File: src/rtl/alu_muldiv_pkg.sv
// Shared definitions for the iterative multiply/divide unit.
// Holds the bus widths, MIPS mul/div operation codes, FSM state
// encodings, the latched-operation context and small op-decode helpers.
package alu_muldiv_pkg;

  // Default operand / HI-LO width and operation-code width
  localparam int unsigned BUS_DAT  = 32;
  localparam int unsigned BUS_MDOP = 3;

  // Operation codes
  localparam int unsigned MD_MULT  = 0;
  localparam int unsigned MD_MULTU = 1;
  localparam int unsigned MD_DIV   = 2;
  localparam int unsigned MD_DIVU  = 3;
  localparam int unsigned MD_MTHI  = 4;
  localparam int unsigned MD_MTLO  = 5;

  // FSM state encodings
  localparam logic [1:0] MD_IDLE = 2'd0;
  localparam logic [1:0] MD_RUN  = 2'd1;
  localparam logic [1:0] MD_DONE = 2'd2;

  // Context latched at accept and used on the final write
  typedef struct packed {
    logic is_div;  // 1: divide iteration, 0: multiply iteration
    logic neg_q;   // negate product / quotient
    logic neg_r;   // negate remainder (dividend was negative)
  } md_ctx_t;

  // Ops that run the iterative datapath
  function automatic logic md_is_iter(input int unsigned op);
    return op <= MD_DIVU;
  endfunction

  // Ops that work on sign-magnitude operands
  function automatic logic md_is_signed(input int unsigned op);
    return (op == MD_MULT) || (op == MD_DIV);
  endfunction

  // Ops that use the restoring divider
  function automatic logic md_is_div(input int unsigned op);
    return (op == MD_DIV) || (op == MD_DIVU);
  endfunction

endpackage

File: src/rtl/alu_muldiv.sv
// Iterative MIPS multiply/divide unit with architectural HI/LO registers.
// One result bit per cycle; MULT/MULTU use radix-2 shift-add, DIV/DIVU a
// restoring divider, both on one shared 2*B_DAT shift register.
// Ports:
//   clk       clock, rising edge
//   rst       synchronous active-high reset
//   start     operation request, sampled only when not busy
//   op        operation code (MULT/MULTU/DIV/DIVU/MTHI/MTLO)
//   a, b      rs / rt operands
//   busy      iteration in progress (pipeline stall)
//   done      one-cycle pulse, HI/LO hold the new result
//   div_zero  one-cycle pulse with done for a divide by zero
//   hi, lo    HI / LO registers
module alu_muldiv
  import alu_muldiv_pkg::*;
#(
  parameter int unsigned B_DAT  = BUS_DAT,
  parameter int unsigned B_MDOP = BUS_MDOP
) (
  input  logic              clk,
  input  logic              rst,
  input  logic              start,
  input  logic [B_MDOP-1:0] op,
  input  logic [B_DAT-1:0]  a,
  input  logic [B_DAT-1:0]  b,
  output logic              busy,
  output logic              done,
  output logic              div_zero,
  output logic [B_DAT-1:0]  hi,
  output logic [B_DAT-1:0]  lo
);

  localparam int unsigned W  = B_DAT;
  localparam int unsigned CW = $clog2(B_DAT + 1);

  logic [1:0]     state, state_n;
  logic [CW-1:0]  cnt, cnt_n;
  logic [2*W-1:0] acc, acc_n, acc_step;
  logic [W-1:0]   opnd, opnd_n;
  md_ctx_t        ctx, ctx_n;
  logic           busy_n, done_n, div_zero_n;
  logic [W-1:0]   hi_n, lo_n;

  // Operation decode and operand magnitudes
  logic [31:0]  op_u;
  logic         op_iter, op_signed, op_div, op_mthi, op_mtlo;
  logic [W-1:0] a_mag, b_mag;

  always_comb begin
    op_u      = 32'(op);
    op_iter   = md_is_iter(op_u);
    op_signed = md_is_signed(op_u);
    op_div    = md_is_div(op_u);
    op_mthi   = (op_u == MD_MTHI);
    op_mtlo   = (op_u == MD_MTLO);
    a_mag     = (op_signed && a[W-1]) ? -a : a;
    b_mag     = (op_signed && b[W-1]) ? -b : b;
  end

  // One iteration of the shared shift register.
  // Multiply: acc = {partial product, remaining multiplier bits}, opnd = multiplicand.
  // Divide:   acc = {partial remainder, dividend / quotient bits}, opnd = divisor.
  logic [W:0] add_sum, div_trial, div_diff;

  always_comb begin
    add_sum   = {1'b0, acc[2*W-1:W]} + {1'b0, (acc[0] ? opnd : W'(0))};
    // Remainder shifted left with the next dividend bit; needs W+1 bits
    div_trial = acc[2*W-1:W-1];
    // Bit W of the difference is set exactly when trial < divisor
    div_diff  = div_trial - {1'b0, opnd};
    if (ctx.is_div) begin
      if (!div_diff[W]) begin
        acc_step = {div_diff[W-1:0], acc[W-2:0], 1'b1};
      end else begin
        acc_step = {div_trial[W-1:0], acc[W-2:0], 1'b0};
      end
    end else begin
      acc_step = {add_sum, acc[W-1:1]};
    end
  end

  // Sign correction applied on the final write
  logic [2*W-1:0] prod;
  logic [W-1:0]   quo, rem;

  always_comb begin
    prod = ctx.neg_q ? -acc_step : acc_step;
    quo  = ctx.neg_q ? -acc_step[W-1:0] : acc_step[W-1:0];
    rem  = ctx.neg_r ? -acc_step[2*W-1:W] : acc_step[2*W-1:W];
  end

  // Next-state and next-output logic
  always_comb begin
    state_n    = state;
    cnt_n      = cnt;
    acc_n      = acc;
    opnd_n     = opnd;
    ctx_n      = ctx;
    busy_n     = busy;
    done_n     = 1'b0;
    div_zero_n = 1'b0;
    hi_n       = hi;
    lo_n       = lo;

    case (state)
      MD_IDLE, MD_DONE: begin
        // DONE is a single cycle; an accept below overrides this
        state_n = MD_IDLE;
        busy_n  = 1'b0;
        if (start) begin
          if (op_iter) begin
            if (op_div && (b == W'(0))) begin
              // Divide by zero finishes immediately, HI/LO untouched
              state_n    = MD_DONE;
              done_n     = 1'b1;
              div_zero_n = 1'b1;
            end else begin
              state_n      = MD_RUN;
              busy_n       = 1'b1;
              cnt_n        = CW'(W);
              ctx_n.is_div = op_div;
              ctx_n.neg_q  = op_signed && (a[W-1] ^ b[W-1]);
              ctx_n.neg_r  = op_signed && a[W-1];
              if (op_div) begin
                acc_n  = {W'(0), a_mag};
                opnd_n = b_mag;
              end else begin
                acc_n  = {W'(0), b_mag};
                opnd_n = a_mag;
              end
            end
          end else if (op_mthi) begin
            hi_n = a;
          end else if (op_mtlo) begin
            lo_n = a;
          end
        end
      end

      MD_RUN: begin
        acc_n = acc_step;
        cnt_n = cnt - CW'(1);
        if (cnt == CW'(1)) begin
          state_n = MD_DONE;
          busy_n  = 1'b0;
          done_n  = 1'b1;
          if (ctx.is_div) begin
            hi_n = rem;
            lo_n = quo;
          end else begin
            hi_n = prod[2*W-1:W];
            lo_n = prod[W-1:0];
          end
        end
      end

      default: begin
        state_n = MD_IDLE;
        busy_n  = 1'b0;
      end
    endcase
  end

  // State and output registers
  always_ff @(posedge clk) begin
    if (rst) begin
      state    <= MD_IDLE;
      cnt      <= '0;
      acc      <= '0;
      opnd     <= '0;
      ctx      <= '0;
      busy     <= 1'b0;
      done     <= 1'b0;
      div_zero <= 1'b0;
      hi       <= '0;
      lo       <= '0;
    end else begin
      state    <= state_n;
      cnt      <= cnt_n;
      acc      <= acc_n;
      opnd     <= opnd_n;
      ctx      <= ctx_n;
      busy     <= busy_n;
      done     <= done_n;
      div_zero <= div_zero_n;
      hi       <= hi_n;
      lo       <= lo_n;
    end
  end

endmodule

File: config.mk
export PLATFORM = sky130hd
export DESIGN_NAME = alu_muldiv
export DESIGN_NICKNAME = d
export VERILOG_FILES = /design/src/rtl/alu_muldiv_pkg.sv /design/src/rtl/alu_muldiv.sv
export SDC_FILE = /design/constraint.sdc
export NUM_CORES = 1
export LEC_CHECK = 0
export BUFFER_PORTS_ARGS = -buffer_cell sky130_fd_sc_hd__buf_4
export CAP_MARGIN = 20
export CORE_MARGIN = 8
export CORE_UTILIZATION = 55
export DETAILED_ROUTE_END_ITERATION = 12
export PLACE_DENSITY = 0.77
export SETUP_SLACK_MARGIN = 0.02
export SLEW_MARGIN = 20
export SYNTH_ARGS = -nofsm -noshare
export SYNTH_HDL_FRONTEND = slang
export SYNTH_SLANG_ARGS = --single-unit
File: constraint.sdc
create_clock -name clk -period 7.8 [get_ports clk]
set_input_delay 1.56 -clock clk [delete_from_list [all_inputs] [get_ports clk]]
set_output_delay 1.56 -clock clk [all_outputs]
set_load 0.01 [all_outputs]
# ---- After elaboration in Yosys (flattened, before gate mapping)
# Cells that the tools add are included.
dict set report word_totals {
  regBits 174
  output_inout_bits 67
  elab_cells 101
}
dict set report op_classes {
  add_sub_neg 8
  magnitude_cmp 1
  eq_ne 15
  muxes 46
  n_bitwise 3
  reduce_logical 16
}
# operator n
set ops {}
lappend ops {{$mux W32} 18}
lappend ops {{$mux W64} 6}
lappend ops {{$neg A32 Y32} 4}
lappend ops {{$pmux W32 S2} 2}
lappend ops {{$pmux W64 S2} 1}
lappend ops {{$neg A64 Y64} 1}
lappend ops {{$add A32 B32 Y33} 1}
lappend ops {{$sub A33 B32 Y33} 1}
lappend ops {{$logic_not A32 Y1} 1}
lappend ops {{$mux W6} 3}
lappend ops {{$ne A2 B2 Y1 const B} 8}
lappend ops {{$pmux W6 S2} 1}
lappend ops {{$mux W1} 8}
lappend ops {{$mux W2} 4}
lappend ops {{$reduce_and A4 Y1} 2}
lappend ops {{$eq A3 B2 Y1 const B} 2}
lappend ops {{$eq A3 B3 Y1 const B} 2}
lappend ops {{$eq A6 B1 Y1 const B} 1}
lappend ops {{$reduce_and A6 Y1} 1}
lappend ops {{$sub A6 B1 Y6 const B} 1}
lappend ops {{$reduce_and A5 Y1} 1}
lappend ops {{$logic_and A1 B1 Y1} 4}
lappend ops {{$pmux W1 S2} 2}
lappend ops {{$pmux W2 S2} 1}
lappend ops {{10 further kinds} 13}

# ---- Longest topological paths before layout
dict set report logic_depth {
  word_depth 9
  mapped_depth 25
  depth_no_buf 24
}

# ---- Worst setup path after synthesis
# OpenSTA, ideal clock, no wires.
dict set report synth_timing {
  path_kind {register to register}
  from {reg acc[31]}
  to {reg hi[24]}
  t_arrival_ps 5341
  t_required_ps 7704
  slack_ps 2363
  stages_incl_launch_ff 24
  path_buffers 0
  period_less_slack_ps 5437
  path_cell_list {dfxtp_1 -> inv_1 -> ha_1 -> inv_1 -> fa_1 -> a211oi_2 -> nor4_2 -> o31ai_4 -> nor2_1 -> o41ai_2 -> o21ai_1 -> inv_1 -> ha_1 -> o21a_1 -> nand4_1 -> or4_1 -> or3_1 -> o21ai_0 -> nand2b_1 -> nor4b_4 -> a31oi_1 -> xnor2_1 -> nor2_1 -> o41ai_2}
}
dict set report synth_via {
  elab_chain_cells 8
  word_cells_on_any_way 10
  classes_between {3 x add/sub; 7 x mux}
}
# element line
set synth_rtl {}
lappend synth_rtl {{start, declared} alu_muldiv.sv:38} ;# logic [2*W-1:0] acc, acc_n, acc_step;
lappend synth_rtl {{start signal, assigned} alu_muldiv.sv:180} ;# acc <= acc_n;
lappend synth_rtl {{$sub A33 B32 Y33} alu_muldiv.sv:70} ;# div_diff = div_trial - {1'b0, opnd};
lappend synth_rtl {{$mux W64} alu_muldiv.sv:72} ;# if (!div_diff[W]) begin
lappend synth_rtl {{$mux W64 (*)} alu_muldiv.sv:71} ;# if (ctx.is_div) begin
lappend synth_rtl {{$neg A64 Y64 / $neg A32 Y32 (equally long branches)} {alu_muldiv.sv:87, alu_muldiv.sv:89}}
lappend synth_rtl {{$mux W64 / $mux W32 (equally long branches)} {alu_muldiv.sv:87, alu_muldiv.sv:89}}
lappend synth_rtl {{$mux W32 (*)} alu_muldiv.sv:147} ;# if (ctx.is_div) begin
lappend synth_rtl {{$mux W32 (*)} alu_muldiv.sv:143} ;# if (cnt == CW'(1)) begin
lappend synth_rtl {{$pmux W32 S2 (*)} alu_muldiv.sv:105} ;# case (state)
lappend synth_rtl {{end signal, assigned} alu_muldiv.sv:186} ;# hi <= hi_n;
lappend synth_rtl {{end, declared} alu_muldiv.sv:29} ;# output logic [B_DAT-1:0] hi,
# Every way passes the cells marked *; elsewhere a longest branch is shown, timed or not. The select of a mux whose other input is x is not followed.
# A chain may end at the register's enable or synchronous reset.

# ---- Worst setup path after layout
dict set report layout_timing {
  from {reg opnd[23]}
  to {reg hi[24]}
}
dict set report layout_via {
  elab_chain_cells 8
  word_cells_on_any_way 12
  classes_between {4 x add/sub; 8 x mux}
}
# element line
set layout_rtl {}
lappend layout_rtl {{start, declared} alu_muldiv.sv:39} ;# logic [W-1:0] opnd, opnd_n;
lappend layout_rtl {{start signal, assigned} alu_muldiv.sv:181} ;# opnd <= opnd_n;
lappend layout_rtl {{$sub A33 B32 Y33 / $mux W32 (equally long branches)} {alu_muldiv.sv:70, alu_muldiv.sv:66}}
lappend layout_rtl {{$mux W64 / $add A32 B32 Y33 (equally long branches)} {alu_muldiv.sv:72, alu_muldiv.sv:66}}
lappend layout_rtl {{$mux W64 (*)} alu_muldiv.sv:71}
lappend layout_rtl {{$neg A64 Y64 / $neg A32 Y32 (equally long branches)} {alu_muldiv.sv:87, alu_muldiv.sv:89}}
lappend layout_rtl {{$mux W64 / $mux W32 (equally long branches)} {alu_muldiv.sv:87, alu_muldiv.sv:89}}
lappend layout_rtl {{$mux W32 (*)} alu_muldiv.sv:147}
lappend layout_rtl {{$mux W32 (*)} alu_muldiv.sv:143}
lappend layout_rtl {{$pmux W32 S2 (*)} alu_muldiv.sv:105}
# Marked as above.

==> results_dict.tcl <==
set metrics [dict create \
    status "completed" \
    clk_latency_ns 0.45 \
    coreArea_um2 28500 \
    cts_sinks 173 \
    final_layout_size_suffix_gt1_share_pct 12.0 \
    r2r_start "opnd[23]" \
    cts_max_level 4 \
    synthesis.nets 2333 \
    post-route-period-util_pct 83.4 \
    yosysSeqAreaShare_pct 22.0 \
    ys_top_cells_by_area "dfxtp_1, nand2_1, a21oi_1" \
    fin_tns_setup_ns 0 \
    drt_iter0_markers 2731 \
    avgViaCountPerCell 6.77 \
    synth_area_leader_cell "dfxtp_1" \
    crit_path_max_fanout 19 \
    die-width_um 185 \
    synth_common_cells "nand2_1, nor2_1, a21oi_1, dfxtp_1, o21ai_0" \
    place.gp.congestion 1.05 \
    path_clk_slew_ns 0.08 \
    worst_pin_slew_ns 1.14 \
    post_dp_cell_area_um2 16900 \
    synth_edf_count 0 \
    critical_path_class "reg -> reg" \
    syn_area_per_cell_um2 7.19 \
    ant_nets 0 \
    cts_resized 0 \
    fin_util_pct 61.6 \
    die_area_um2 34300 \
    post-cts-setup-buffer-count 0 \
    cts_hold_buf 0 \
    syn_inst 2191 \
    final_nets 2376 \
    grt_max_degree 93 \
    grt_usage_pct 37.8 \
    fin_skew_ns 0.0145 \
    worstSetupStartpoint "opnd[23]" \
    leakagePower_nw 6.89 \
    synth_top_cell_area_share_pct 22.0 \
    io_pins 137 \
    synth_seq_cells 173 \
    yosysMostFrequentCell "nand2_1" \
    fmax_ghz 0.154 \
    grt_pass1_vias 16100 \
    synth-main-ff-cell "dfxtp_1" \
    relSlewSlack_pct 23.1 \
    met1_length_um 27200 \
    slew_viol_final 0 \
    synth_cell_types 99 \
    end_kind "flip-flop" \
    multi_input_area_um2 11500 \
    antenna_found_initial 1 \
    num_rows 62 \
    initial_core_util_pct 55.4 \
    route.detailed.drc 0 \
    rsz0062_at_grt "no" \
    grt_pass1_wl_um 99200 \
    hold_class "reg -> reg" \
    setup_violations 0 \
    max-vdd-ir-drop_mv 0.166 \
    p_per_area_nw_per_um2 162 \
    wl_um 66200 \
    cap_violations 0 \
    cp-start-kind "flip-flop" \
    wl_per_cell_um 25.2 \
    cts-buffers-inserted 17 \
    stdcell_area_um2 17500 \
    wl_met3_um 7240 \
    clockBufferDepth 2 \
    fill_cells 2672 \
    grt_overflow_total 0 \
    drtPass1Iterations 7 \
    layout_min_cycle_time_ns 6.51 \
    cts_tree "yes" \
    crit_required_ns 8.16 \
    via_count 17800 \
    seq_area_um2 3470 \
    port_buffers 136 \
    die_height_um 185 \
    synth.cell_area_um2 15800 \
    route.met2.wl_um 28100 \
    dpl.hpwl_um 51000 \
    ys_async_sr_fraction_pct 0 \
    hold_start "hi[31]" \
    highest_layer "met4" \
    root_buffer "clkbuf_16" \
    ys_warn_count 0 \
    arrival_ns 6.86 \
    hold_violations 0 \
    diodes 0 \
    area_growth_pct 11.2 \
]
cells by family (layout without fill, tap and decap cells):
logic type,Yosys count,count (layout),share of synthesized area [%]
XOR/XNOR,163,163,9.06
multiplexers,49,49,3.20
AO/OA/AOI/OAI,734,734,31.1
buffers and inverters,206,261,5.22
adder cells (fa/ha/maj),72,72,5.81
AND/OR/NAND/NOR,794,794,23.6
flip-flops,173,173,22.0
worst max-delay path, stage by stage, from the launching register on:
cell and delay, ns:
dfxtp_1 0.36, inv_1 0.05, ha_1 0.49, and4_4 0.31
nand3_2 0.12, or3_4 0.37, o32a_2 0.25, a31oi_4 0.62
o21ai_1 0.15, buf_4 0.20, inv_1 0.10, ha_1 0.20
o21a_1 0.20, nand4_1 0.19, or4_1 0.61, or3_1 0.35
o21ai_0 0.48, nand2b_1 0.32, nor4b_4 0.33, a31oi_1 0.15
xnor2_1 0.21, nor2_1 0.07, o41ai_2 0.28
stage by stage:
stage	hold slack (ns)	worst slack (ns)	std cells	total power, mW
2_1_floorplan	0.440	2.36	2191	1.59
3_3_place_gp	0.441	1.62	2599	1.89
3_5_place_dp	0.445	1.49	2599	1.90
4_1_cts	0.454	1.46	2630	2.80
5_1_grt	0.466	0.911	2630	2.93
6_report	0.450	1.29	2630	2.83
flip-flops by register name, summed over array words and instances, names as in the netlist:
name,cells
acc,64
hi,32
lo,32
opnd,32
cnt,6
ctx,3
state,2
div_zero,1
done,1
power breakdown:
group          total, mW  leakage [nW]  internal [mW]  switching [mW]
clock network      0.915         0.281          0.507           0.408
registers          0.980          1.41          0.929          0.0516
logic              0.936          5.20          0.325           0.611
path summary, 6_finish.rpt:
path	end	slack [ns]	cells after the start
worst max register to register	hi[24]	1.29	22
worst min-delay path	hi[31]	0.45	2
worst min register to register	hi[31]	0.45	2
worst max-delay path	hi[24]	1.29	22
per-layer routing:
layer | up-vias | global-route usage, %
li1 | 8105 | -
met1 | 8383 | 51.1
met2 | 1116 | 56.2
met3 | 196 | 7.28
met4 | 0 | 19.6
met5 | - | 0
cell type report:
class / count / area share, %
multi-input combinational: 1812 / 65.7
sequential: 173 / 19.8
timing repair buffer: 162 / 6.94
tap: 384 / 2.74
clock buffer: 19 / 2.47
inverter: 68 / 1.46
clock inverter: 12 / 0.921
cell usage in the layout, fill, tap and decap left out, types with 8 or more instances in the layout:
master,instances
a31oi_1,47
mux2i_1,38
a21o_1,31
o21ai_1,12
a211oi_1,42
mux2_2,11
buf_4,162
or3_1,15
nand3_1,43
a21oi_1,203
nand2_1,276
nand2b_1,11
o211ai_1,59
nor3_1,51
o21a_1,11
ha_1,70
xnor2_1,99
o22ai_1,15
clkbuf_16,17
dfxtp_1,172
nand4_1,15
nor4_1,19
a221oi_1,8
a311oi_1,36
or2_2,11
o31ai_1,39
o21ai_0,131
and2_1,40
inv_1,68
xor2_1,64
nor2_1,239
and3_1,13
(Power assumes the default switching activity.)
